## src/rtl/bf16_pkg.sv

```systemverilog
// Shared definitions for the bf16 sequencer: op codes, special values,
// response flag positions and the sequencer state encoding.
package bf16_pkg;

    typedef enum logic [1:0] {
        OP_ADD  = 2'd0,
        OP_SUB  = 2'd1,
        OP_MUL  = 2'd2,
        OP_RSVD = 2'd3
    } op_e;

    localparam logic [15:0] BF16_QNAN    = 16'h7FC0;
    localparam logic [15:0] BF16_POS_INF = 16'h7F80;
    localparam logic [15:0] BF16_NEG_INF = 16'hFF80;

    // Bit positions inside the 3-bit response flag vector {timeout, invalid, fast_path}.
    localparam int FLAG_FAST    = 0;
    localparam int FLAG_INVALID = 1;
    localparam int FLAG_TIMEOUT = 2;

    typedef enum logic [1:0] {
        ST_IDLE      = 2'd0,
        ST_CLASS     = 2'd1,
        ST_CORE_WAIT = 2'd2,
        ST_RESP      = 2'd3
    } state_e;

endpackage

```

## src/rtl/bf16_operand_class.sv

```systemverilog
// Combinational bf16 operand classifier. Subnormals are reported as zero
// because the sequencer flushes them to signed zero.
module bf16_operand_class (
    input  logic [15:0] operand_i,
    output logic        is_nan,
    output logic        is_inf,
    output logic        is_zero,
    output logic        is_normal,
    output logic        sign
);
    logic [7:0] w_exp;
    logic [6:0] w_man;

    assign w_exp     = operand_i[14:7];
    assign w_man     = operand_i[6:0];
    assign sign      = operand_i[15];
    assign is_nan    = (w_exp == 8'hFF) && (w_man != 7'd0);
    assign is_inf    = (w_exp == 8'hFF) && (w_man == 7'd0);
    assign is_zero   = (w_exp == 8'h00);
    assign is_normal = (w_exp != 8'h00) && (w_exp != 8'hFF);

endmodule

```

## src/rtl/bf16_fpu_sequencer.sv

```systemverilog
// Single-issue request sequencer for the bf16 arithmetic core. Special
// operands are resolved locally; everything else is dispatched to the core
// and guarded by a watchdog that returns a quiet NaN on expiry.
module bf16_fpu_sequencer
    import bf16_pkg::*;
#(
    parameter int TIMEOUT_CYCLES = 64,
    parameter int TAG_W          = 4
) (
    input  logic             clk_i,
    input  logic             rst_ni,
    input  logic             req_valid_i,
    output logic             req_ready_o,
    input  logic [1:0]       req_op_i,
    input  logic [15:0]      req_a_i,
    input  logic [15:0]      req_b_i,
    input  logic [TAG_W-1:0] req_tag_i,
    output logic             core_start_o,
    output logic [1:0]       core_op_o,
    output logic [15:0]      core_a_o,
    output logic [15:0]      core_b_o,
    input  logic             core_done_i,
    input  logic [15:0]      core_result_i,
    output logic             resp_valid_o,
    input  logic             resp_ready_i,
    output logic [15:0]      resp_result_o,
    output logic [TAG_W-1:0] resp_tag_o,
    output logic [2:0]       resp_flags_o
);
    localparam int               CNT_W    = $clog2(TIMEOUT_CYCLES);
    localparam logic [CNT_W-1:0] CNT_LAST = CNT_W'(TIMEOUT_CYCLES - 1);

    state_e            r_state, w_next_state;
    op_e               r_op;
    logic [15:0]       r_a, r_b;
    logic [TAG_W-1:0]  r_tag;
    logic [CNT_W-1:0]  r_cnt;
    logic [1:0]        r_core_op;
    logic [15:0]       r_core_a, r_core_b;
    logic [15:0]       r_result;
    logic [2:0]        r_flags;

    logic              w_is_mul, w_is_sub;
    logic [15:0]       w_eff_b;
    logic [1:0]        w_dispatch_op;
    logic              w_a_nan, w_a_inf, w_a_zero, w_a_normal, w_a_sign;
    logic              w_b_nan, w_b_inf, w_b_zero, w_b_normal, w_b_sign;
    logic              w_fast, w_invalid;
    logic [15:0]       w_fast_result;
    logic              w_req_ready, w_dispatch, w_timeout;

    // SUB is handled as ADD of the sign-flipped B everywhere downstream.
    assign w_is_mul      = (r_op == OP_MUL);
    assign w_is_sub      = (r_op == OP_SUB);
    assign w_eff_b       = {r_b[15] ^ w_is_sub, r_b[14:0]};
    assign w_dispatch_op = w_is_mul ? OP_MUL : OP_ADD;

    bf16_operand_class u_class_a (
        .operand_i (r_a),
        .is_nan    (w_a_nan),
        .is_inf    (w_a_inf),
        .is_zero   (w_a_zero),
        .is_normal (w_a_normal),
        .sign      (w_a_sign)
    );

    bf16_operand_class u_class_b (
        .operand_i (w_eff_b),
        .is_nan    (w_b_nan),
        .is_inf    (w_b_inf),
        .is_zero   (w_b_zero),
        .is_normal (w_b_normal),
        .sign      (w_b_sign)
    );

    // Only a pair of normal operands needs the core.
    assign w_fast = ~(w_a_normal & w_b_normal);

    // Special-case result, evaluated in priority order.
    always_comb begin
        // NOTE: every combinational output gets a default first so no path can infer a latch.
        w_invalid     = 1'b0;
        w_fast_result = BF16_QNAN;
        if (w_a_nan || w_b_nan) begin
            w_fast_result = BF16_QNAN;
        end else if (!w_is_mul && w_a_inf && w_b_inf && (w_a_sign != w_b_sign)) begin
            w_invalid = 1'b1;
        end else if (w_is_mul && ((w_a_inf && w_b_zero) || (w_a_zero && w_b_inf))) begin
            w_invalid = 1'b1;
        end else if (!w_is_mul && w_a_inf) begin
            w_fast_result = r_a;
        end else if (!w_is_mul && w_b_inf) begin
            w_fast_result = w_eff_b;
        end else if (w_is_mul && (w_a_inf || w_b_inf)) begin
            w_fast_result = (w_a_sign ^ w_b_sign) ? BF16_NEG_INF : BF16_POS_INF;
        end else if (w_is_mul && (w_a_zero || w_b_zero)) begin
            w_fast_result = {w_a_sign ^ w_b_sign, 15'h0000};
        end else if (!w_is_mul && w_a_zero && w_b_zero) begin
            w_fast_result = {w_a_sign & w_b_sign, 15'h0000};
        end else if (!w_is_mul && w_a_zero) begin
            w_fast_result = w_eff_b;
        end else if (!w_is_mul && w_b_zero) begin
            w_fast_result = r_a;
        end
    end

    assign w_timeout = (r_cnt == CNT_LAST);

    // Next-state and handshake decode.
    always_comb begin
        w_next_state = r_state;
        w_req_ready  = 1'b0;
        w_dispatch   = 1'b0;
        case (r_state)
            ST_IDLE: begin
                w_req_ready = 1'b1;
                if (req_valid_i) w_next_state = ST_CLASS;
            end
            ST_CLASS: begin
                if (w_fast) begin
                    w_next_state = ST_RESP;
                end else begin
                    w_dispatch   = 1'b1;
                    w_next_state = ST_CORE_WAIT;
                end
            end
            ST_CORE_WAIT: begin
                if (core_done_i || w_timeout) w_next_state = ST_RESP;
            end
            ST_RESP: begin
                if (resp_ready_i) w_next_state = ST_IDLE;
            end
            default: w_next_state = ST_IDLE;
        endcase
    end

    // State register.
    always_ff @(posedge clk_i) begin
        // NOTE: sequential state uses non-blocking assignments so every register samples pre-edge values.
        if (!rst_ni) r_state <= ST_IDLE;
        else         r_state <= w_next_state;
    end

    // Request capture, core operand hold, watchdog counter and response registers.
    always_ff @(posedge clk_i) begin
        // NOTE: datapath registers are reset too, because they drive ports that must read 0 after reset.
        if (!rst_ni) begin
            r_op      <= OP_ADD;
            r_a       <= '0;
            r_b       <= '0;
            r_tag     <= '0;
            r_cnt     <= '0;
            r_core_op <= '0;
            r_core_a  <= '0;
            r_core_b  <= '0;
            r_result  <= '0;
            r_flags   <= '0;
        end else begin
            if (w_req_ready && req_valid_i) begin
                r_op  <= op_e'(req_op_i);
                r_a   <= req_a_i;
                r_b   <= req_b_i;
                r_tag <= req_tag_i;
            end
            if (w_dispatch) begin
                r_core_op <= w_dispatch_op;
                r_core_a  <= r_a;
                r_core_b  <= w_eff_b;
                r_cnt     <= '0;
            end else if (r_state == ST_CORE_WAIT) begin
                r_cnt <= r_cnt + CNT_W'(1);
            end
            if (r_state == ST_CLASS && w_fast) begin
                r_result               <= w_fast_result;
                r_flags                <= '0;
                r_flags[FLAG_FAST]     <= 1'b1;
                r_flags[FLAG_INVALID]  <= w_invalid;
            end else if (r_state == ST_CORE_WAIT && core_done_i) begin
                r_result <= core_result_i;
                r_flags  <= '0;
            end else if (r_state == ST_CORE_WAIT && w_timeout) begin
                r_result              <= BF16_QNAN;
                r_flags               <= '0;
                r_flags[FLAG_TIMEOUT] <= 1'b1;
            end
        end
    end

    // Core operands are live in the start cycle and held by registers afterwards.
    assign core_start_o  = w_dispatch;
    assign core_op_o     = w_dispatch ? w_dispatch_op : r_core_op;
    assign core_a_o      = w_dispatch ? r_a : r_core_a;
    assign core_b_o      = w_dispatch ? w_eff_b : r_core_b;

    assign req_ready_o   = w_req_ready;
    assign resp_valid_o  = (r_state == ST_RESP);
    assign resp_result_o = r_result;
    assign resp_tag_o    = r_tag;
    assign resp_flags_o  = r_flags;

endmodule
```

## config.mk

```make
export PLATFORM = sky130hd
export DESIGN_NAME = bf16_fpu_sequencer
export DESIGN_NICKNAME = d
export VERILOG_FILES = /design/src/rtl/bf16_pkg.sv /design/src/rtl/bf16_operand_class.sv /design/src/rtl/bf16_fpu_sequencer.sv
export SDC_FILE = /design/constraint.sdc
export NUM_CORES = 1
export LEC_CHECK = 0
export ABC_AREA = 1
export ABC_CLOCK_PERIOD_IN_PS = 1940
export BUFFER_PORTS_ARGS = -buffer_cell sky130_fd_sc_hd__buf_2
export CAP_MARGIN = 10
export CORE_MARGIN = 2
export CORE_UTILIZATION = 49
export CTS_CLUSTER_SIZE = 30
export DETAILED_ROUTE_END_ITERATION = 16
export GPL_TIMING_DRIVEN = 0
export PLACE_DENSITY = 0.85
export SLEW_MARGIN = 0
export SYNTH_ARGS = -nofsm -noshare
export SYNTH_HDL_FRONTEND = slang
export SYNTH_SLANG_ARGS = --single-unit
```

## constraint.sdc

```tcl
create_clock -name clk_i -period 1.94 [get_ports clk_i]
set_input_delay 0.485 -clock clk_i [delete_from_list [all_inputs] [get_ports clk_i]]
set_output_delay 0.485 -clock clk_i [all_outputs]
set_load 0.02 [all_outputs]
```

# Word level (Yosys, flattened, before mapping)
# Cells that the tools add are included.
[totals] ff_bits=99 wordCells=106
[op_classes] add_sub_neg=1 n_eq_ne=14 n_mux=32 bitwise_logic=6 n_reduce_logical=41
[ops] op="two-way mux 16 bit" count=16
[ops] op="logical AND 1 bit" count=22
[ops] op="== test 8 bit, second input constant" count=2
[ops] op="zero test 8 bit" count=2
[ops] op="two-way mux 2 bit" count=8
[ops] op="!= test 8 bit, second input constant" count=2
[ops] op="nonzero test 8 bit" count=2
[ops] op="zero test 7 bit" count=2
[ops] op="nonzero test 7 bit" count=2
[ops] op="case mux 2 bit (4 select lines)" count=1
[ops] op="two-way mux 1 bit" count=7
[ops] op="adder 6 x 1 -> 6 bit, second input constant" count=1
[ops] op="== test 2 bit, second input constant" count=3
[ops] op="== test 6 bit, second input constant" count=1
[ops] op="logical OR 1 bit" count=5
[ops] op="== test 2 x 1 -> 1 bit, second input constant" count=2
[ops] op="!= test 2 bit, second input constant" count=2
[ops] op="AND reduction 3 bit" count=1
[ops] op="nonzero test 3 bit" count=1
[ops] op="OR reduction 3 bit" count=1
[ops] op="bitwise AND 1 bit" count=2
[ops] op="zero test 2 bit" count=1
[ops] op="!= test 2 x 1 -> 1 bit, second input constant" count=1
[ops] op="inverter 1 bit" count=2
[ops] op="other kinds (4)" count=5

# Longest topological paths before layout
[depth] word_depth=14 depth_mapped=13 depth_no_buf=13

# Hierarchy
# Synthesis repeated with hierarchy kept, for this count alone.
[hier_totals] cells_unflattened=710 hier_area_um2=4988.5
[by_module_without_submodules] module="bf16_fpu_sequencer" instances=1 cells_per_inst=640 area_per_inst_um2=4713.3
[by_module_without_submodules] module="bf16_operand_class" instances=2 cells_per_inst=35 area_per_inst_um2=137.6

# Worst setup path after synthesis
# OpenSTA, ideal clock, no wires.
[synth_path] path_type="reg-to-output" from="register r_a[10]" to="output core_a_o[10]" t_arrival_ns=1.607 t_required_ns=1.455 path_slack_ns=-0.152 path_stages_with_launch=10 n_path_buf=2 cell_sequence="dfxtp_1 > nor2_1 > nand2_1 > nor2_4 > nor2_4 > nand3_2 > inv_4 > buf_6 > buf_6 > a21oi_1"
[synth_between] elab_chain_len=6 word_cells_on_any_way=7 cone_classes="eq/ne (1); mux (3); bitwise (1); reduce/logical (2)"
[synth_rtl] item="start: declaration" line="bf16_fpu_sequencer.sv:35" source="logic [15:0] r_a, r_b;"
[synth_rtl] item="start signal: assignment" line="bf16_fpu_sequencer.sv:161" source="r_a <= req_a_i;"
[synth_rtl] item="!= test 8 bit or nonzero test 8 bit (tied branches)" line="bf16_operand_class.sv:20" source="assign is_normal = (w_exp != 8'h00) && (w_exp != 8'hFF);"
[synth_rtl] item="logical AND 1 bit *" line="bf16_operand_class.sv:20"
[synth_rtl] item="bitwise AND 1 bit *" line="bf16_fpu_sequencer.sv:77" source="assign w_fast = ~(w_a_normal & w_b_normal);"
[synth_rtl] item="two-way mux 1 bit *" line="bf16_fpu_sequencer.sv:120" source="if (w_fast) begin"
[synth_rtl] item="two-way mux 1 bit *" line="bf16_fpu_sequencer.sv:114" source="case (r_state)"
[synth_rtl] item="net core_start_o" line="bf16_fpu_sequencer.sv:18" source="output logic core_start_o,"
[synth_rtl] item="two-way mux 16 bit *"
[synth_rtl] item="end: declaration" line="bf16_fpu_sequencer.sv:20" source="output logic [15:0] core_a_o,"
# Mark *: on every way through the listed nets, which the timed path passes. The rest lies on a longest branch.

# Worst setup path after layout
[layout_path] from="register r_b[8]" to="output core_b_o[15]"
[layout_between] elab_chain_len=6 word_cells_on_any_way=7 cone_classes="eq/ne (1); mux (3); bitwise (1); reduce/logical (2)"
[layout_rtl] item="start: declaration" line="bf16_fpu_sequencer.sv:35"
[layout_rtl] item="start signal: assignment" line="bf16_fpu_sequencer.sv:162" source="r_b <= req_b_i;"
[layout_rtl] item="!= test 8 bit or nonzero test 8 bit (tied branches)" line="bf16_operand_class.sv:20"
[layout_rtl] item="logical AND 1 bit *" line="bf16_operand_class.sv:20"
[layout_rtl] item="bitwise AND 1 bit *" line="bf16_fpu_sequencer.sv:77"
[layout_rtl] item="two-way mux 1 bit *" line="bf16_fpu_sequencer.sv:120"
[layout_rtl] item="two-way mux 1 bit *" line="bf16_fpu_sequencer.sv:114"
[layout_rtl] item="two-way mux 16 bit *"
[layout_rtl] item="end: declaration" line="bf16_fpu_sequencer.sv:21" source="output logic [15:0] core_b_o,"
# Mark *: on every way between the ends. The rest lies on a longest branch, timed or not.

==> reports/results.ini <==
[outcome]
status=complete, but fails checks
violations=negative setup slack

[critical_path]
path_buf_inv=5
startpoint=r_b[8]$_SDFFE_PN0P_
cp-endpoint=core_b_o[15]
cp-start-kind=flip-flop
cp.arrival_ps=2120
crit_top_cell=inv_2
r2r_setup_slack_ps=-20
path_class=reg2out
critPathMaxStageDelay_ps=430
reg2reg_from=r_b[8]$_SDFFE_PN0P_
r2r_end=r_core_a[2]$_SDFF_PN0_
crit_cells=11
cpMaxStageDelayCell=dfxtp_2
path_cells=nand4_1 > nor2_2 > inv_2 > nand2_2 > inv_2 > nand3_4 > clkinvlp_4 > or2_4 > inv_4 > a21oi_4 > buf_6
end_kind=output pin
cp_top_family=simple AND/OR/NAND/NOR gates
crit_required_ps=1450
path_max_fanout=5
rr_worst_depth=13

[drt]
vias=5460
routed-wl-met2_um=8130
drcViolationCount=0
detail_route.wl_per_cell_um=16.9
dr.pass1.iters=10
wl_um=16700
met1Wirelength_um=6570
top_layer=met4
first_iter_violations=436
route.met3.wl_um=1380
final_antenna_net_count=0
vias_per_cell=5.52

[sta]
period_share=1.34
rsz0062_at_grt=true
setup_slack_ps=-669
tightest_slew_ps=852
finalHoldViolCount=0
slew_headroom=0.432
tns_ps=-22270
post-route-min-period_ps=2610
setup_viol=37
drv_slew=0
clock_skew_ps=11.7
max_freq_mhz=383

[power_and_ir_drop]
peakVddDrop_mv=1.22
total_power_mw=13.9
switching_share=0.444
power_density_nw_per_um2=1880
p_int_mw=7.73
combPwrFrac=0.660
pwr-share-seq=0.223
pwr-share-clk=0.117
p_leak_nw=3.19
switching_power_mw=6.17

[floorplan]
num_rows=36
core-area_um2=9860
die_x_um=105
start_util=0.508
dieArea_um2=11100
pin_count=119
die_h_um=105

[placed_design]
portBuffers=118
routabilityCongestion=0.968
dp_hpwl_um=11000
placed_area_um2=6140
dp_cells=905

[global_routing]
grt_pass1_wl_um=25000
grt_pass1_vias=5256
overflow=0
grt_max_degree=16
antenna_found_initial=0
track_usage=0.281

[synth]
synth_largest_area_cell=dfxtp_1
seq_area_frac_synth=0.396
syn_area_per_cell_um2=7.66
ys_ff_latch=99
synth_fp_nets=719
syn-cell-area_um2=5010
yosys-top-cells-area=dfxtp_1 40%, a211oi_2 7.5%, a21oi_1 7.1%
ys_types=42
yosysWarnings=0
syn-instance-count=654
yosysTopAreaCellShare=0.396

[cts]
cts_tree=yes
cts_hold_buf=0
clock_path_buffers=2
cts-buffers-inserted=9
h-tree-depth=3
cts_sinks=99
cts-root-buf=clkbuf_8
clkLatencyLatePin_ps=380
clk_pin_slew_ps=100

[final_layout]
final_area_um2=7380
layout-drive-gt1-share=0.471
area_growth_pct=47.3
regArea_um2=2030
diodes=0
utilization=0.748
final_cells=989
multi_input_area_um2=2940
final_nets=916
fillCellCount=674

[flow_run]
maxCapViolCount=0

[worst_hold_path]
hold_path_class=in2reg

[power by group through the flow]
| stage | logic (mW) | clock network (mW) | registers, mW |
|---|---|---|---|
| after floorplan | 4.71 | 0 | 3.15 |
| after global placement | 6.25 | 0 | 3.01 |
| after detailed placement | 6.43 | 0 | 3.05 |
| after CTS | 8.13 | 1.60 | 3.04 |
| after global routing | 9.73 | 1.71 | 3.15 |
| final | 9.17 | 1.62 | 3.10 |
[cell usage after synthesis]
master,n
a2111oi_1,1
a211oi_1,3
a211oi_2,30
a21oi_1,71
a21oi_2,1
a31oi_1,6
buf_1,1
buf_2,1
buf_4,2
buf_6,12
clkbuf_1,17
clkinv_1,1
clkinv_2,1
dfxtp_1,99
ha_1,6
inv_1,77
inv_2,14
inv_4,1
nand2_1,55
nand2_2,3
nand2_4,1
nand3_1,30
nand3_2,4
nand3b_1,1
nand4_1,6
nor2_1,67
nor2_2,3
nor2_4,5
nor3_1,2
nor3_2,1
nor3b_1,1
nor4_1,1
o211ai_1,1
o21ai_0,67
o21ai_1,7
o21bai_1,1
o22ai_1,9
or2_0,18
or2_1,9
or2_2,14
xnor2_1,1
xor2_1,3
[final cells by class]
| type | count | share of cell area |
|---|---|---|
| sequential | 99 | 0.275 |
| clock inverter | 5 | 0.0136 |
| timing repair inverter | 1 | 0.00102 |
| inverter | 94 | 0.0519 |
| timing repair buffer | 186 | 0.183 |
| tap | 133 | 0.0226 |
| multi-input combinational | 428 | 0.398 |
| buffer | 32 | 0.0356 |
| clock buffer | 11 | 0.0192 |
[cell families (layout without fill, tap and decap cells)]
family	Yosys count	in the layout	share of synthesized area
AO/OA/AOI/OAI	197	197	0.250
XOR/XNOR	4	4	0.00699
flip-flops	99	99	0.396
AND/OR/NAND/NOR	221	221	0.217
adder cells (fa/ha/maj)	6	6	0.0150
buffers and inverters	127	329	0.116
[registers in the layout (all words and copies together) (netlist names)]
register and flops:
r_a 16, r_core_a 16, resp_flags_o 3, r_op 2, resp_result_o 16, resp_tag_o 4
r_state 2, r_core_b 16, r_core_op 2, r_cnt 6, r_b 16
[stage by stage]
stage	setup WS, ps	hold WS (ps)
3_5_place_dp	-394	462
2_1_floorplan	-2.51	426
3_3_place_gp	-339	453
5_1_grt	-749	375
4_1_cts	-590	340
6_report	-669	337
[cells in the final DEF (no fill, tap or decap), types with 11 or more instances in the layout]
cell and n:
nand3_1 30, nand2_1 46, nand2_2 11, dfxtp_1 82
a21oi_4 32, or2_1 14, inv_1 50, nor2_1 61
buf_4 64, clkbuf_1 14, a211oi_2 30, buf_6 45
inv_2 33, buf_2 85, o21ai_0 62, a21oi_1 38
[worst min-delay path by stage]
stage                                  from                            end  depth (start not counted)
4_1_cts                    core_result_i[6]  resp_result_o[6]$_SDFFE_PN0P_                          3
3_3_place_gp   resp_flags_o[2]$_SDFFE_PP0P_   resp_flags_o[2]$_SDFFE_PP0P_                          2
2_1_floorplan       r_core_op[0]$_SDFF_PN0_        r_core_op[0]$_SDFF_PN0_                          2
3_5_place_dp        r_core_op[0]$_SDFF_PN0_        r_core_op[0]$_SDFF_PN0_                          2
6_report                   core_result_i[6]  resp_result_o[6]$_SDFFE_PN0P_                          3
5_1_grt                    core_result_i[6]  resp_result_o[6]$_SDFFE_PN0P_                          3
[tightest hold or removal path: stages]
cell	delay [ps]
buf_2	70
o21ai_1	50
nor2_1	80
[routing by layer]
layer	vias up	track usage
met5	-	0
li1	2559	-
met1	2513	0.345
met4	0	0.110
met2	317	0.481
met3	71	0.0599
[repair_timing]
| action | CTS | global route |
|---|---|---|
| cloned | 1 | 1 |
| resized for setup | 133 | 66 |
| setup buffers | 44 | 29 |
| pin swaps | 25 | 26 |
| endpoints found under the setup margin | 41 | 73 |
No activity file was read; power rests on OpenSTA's default activity.
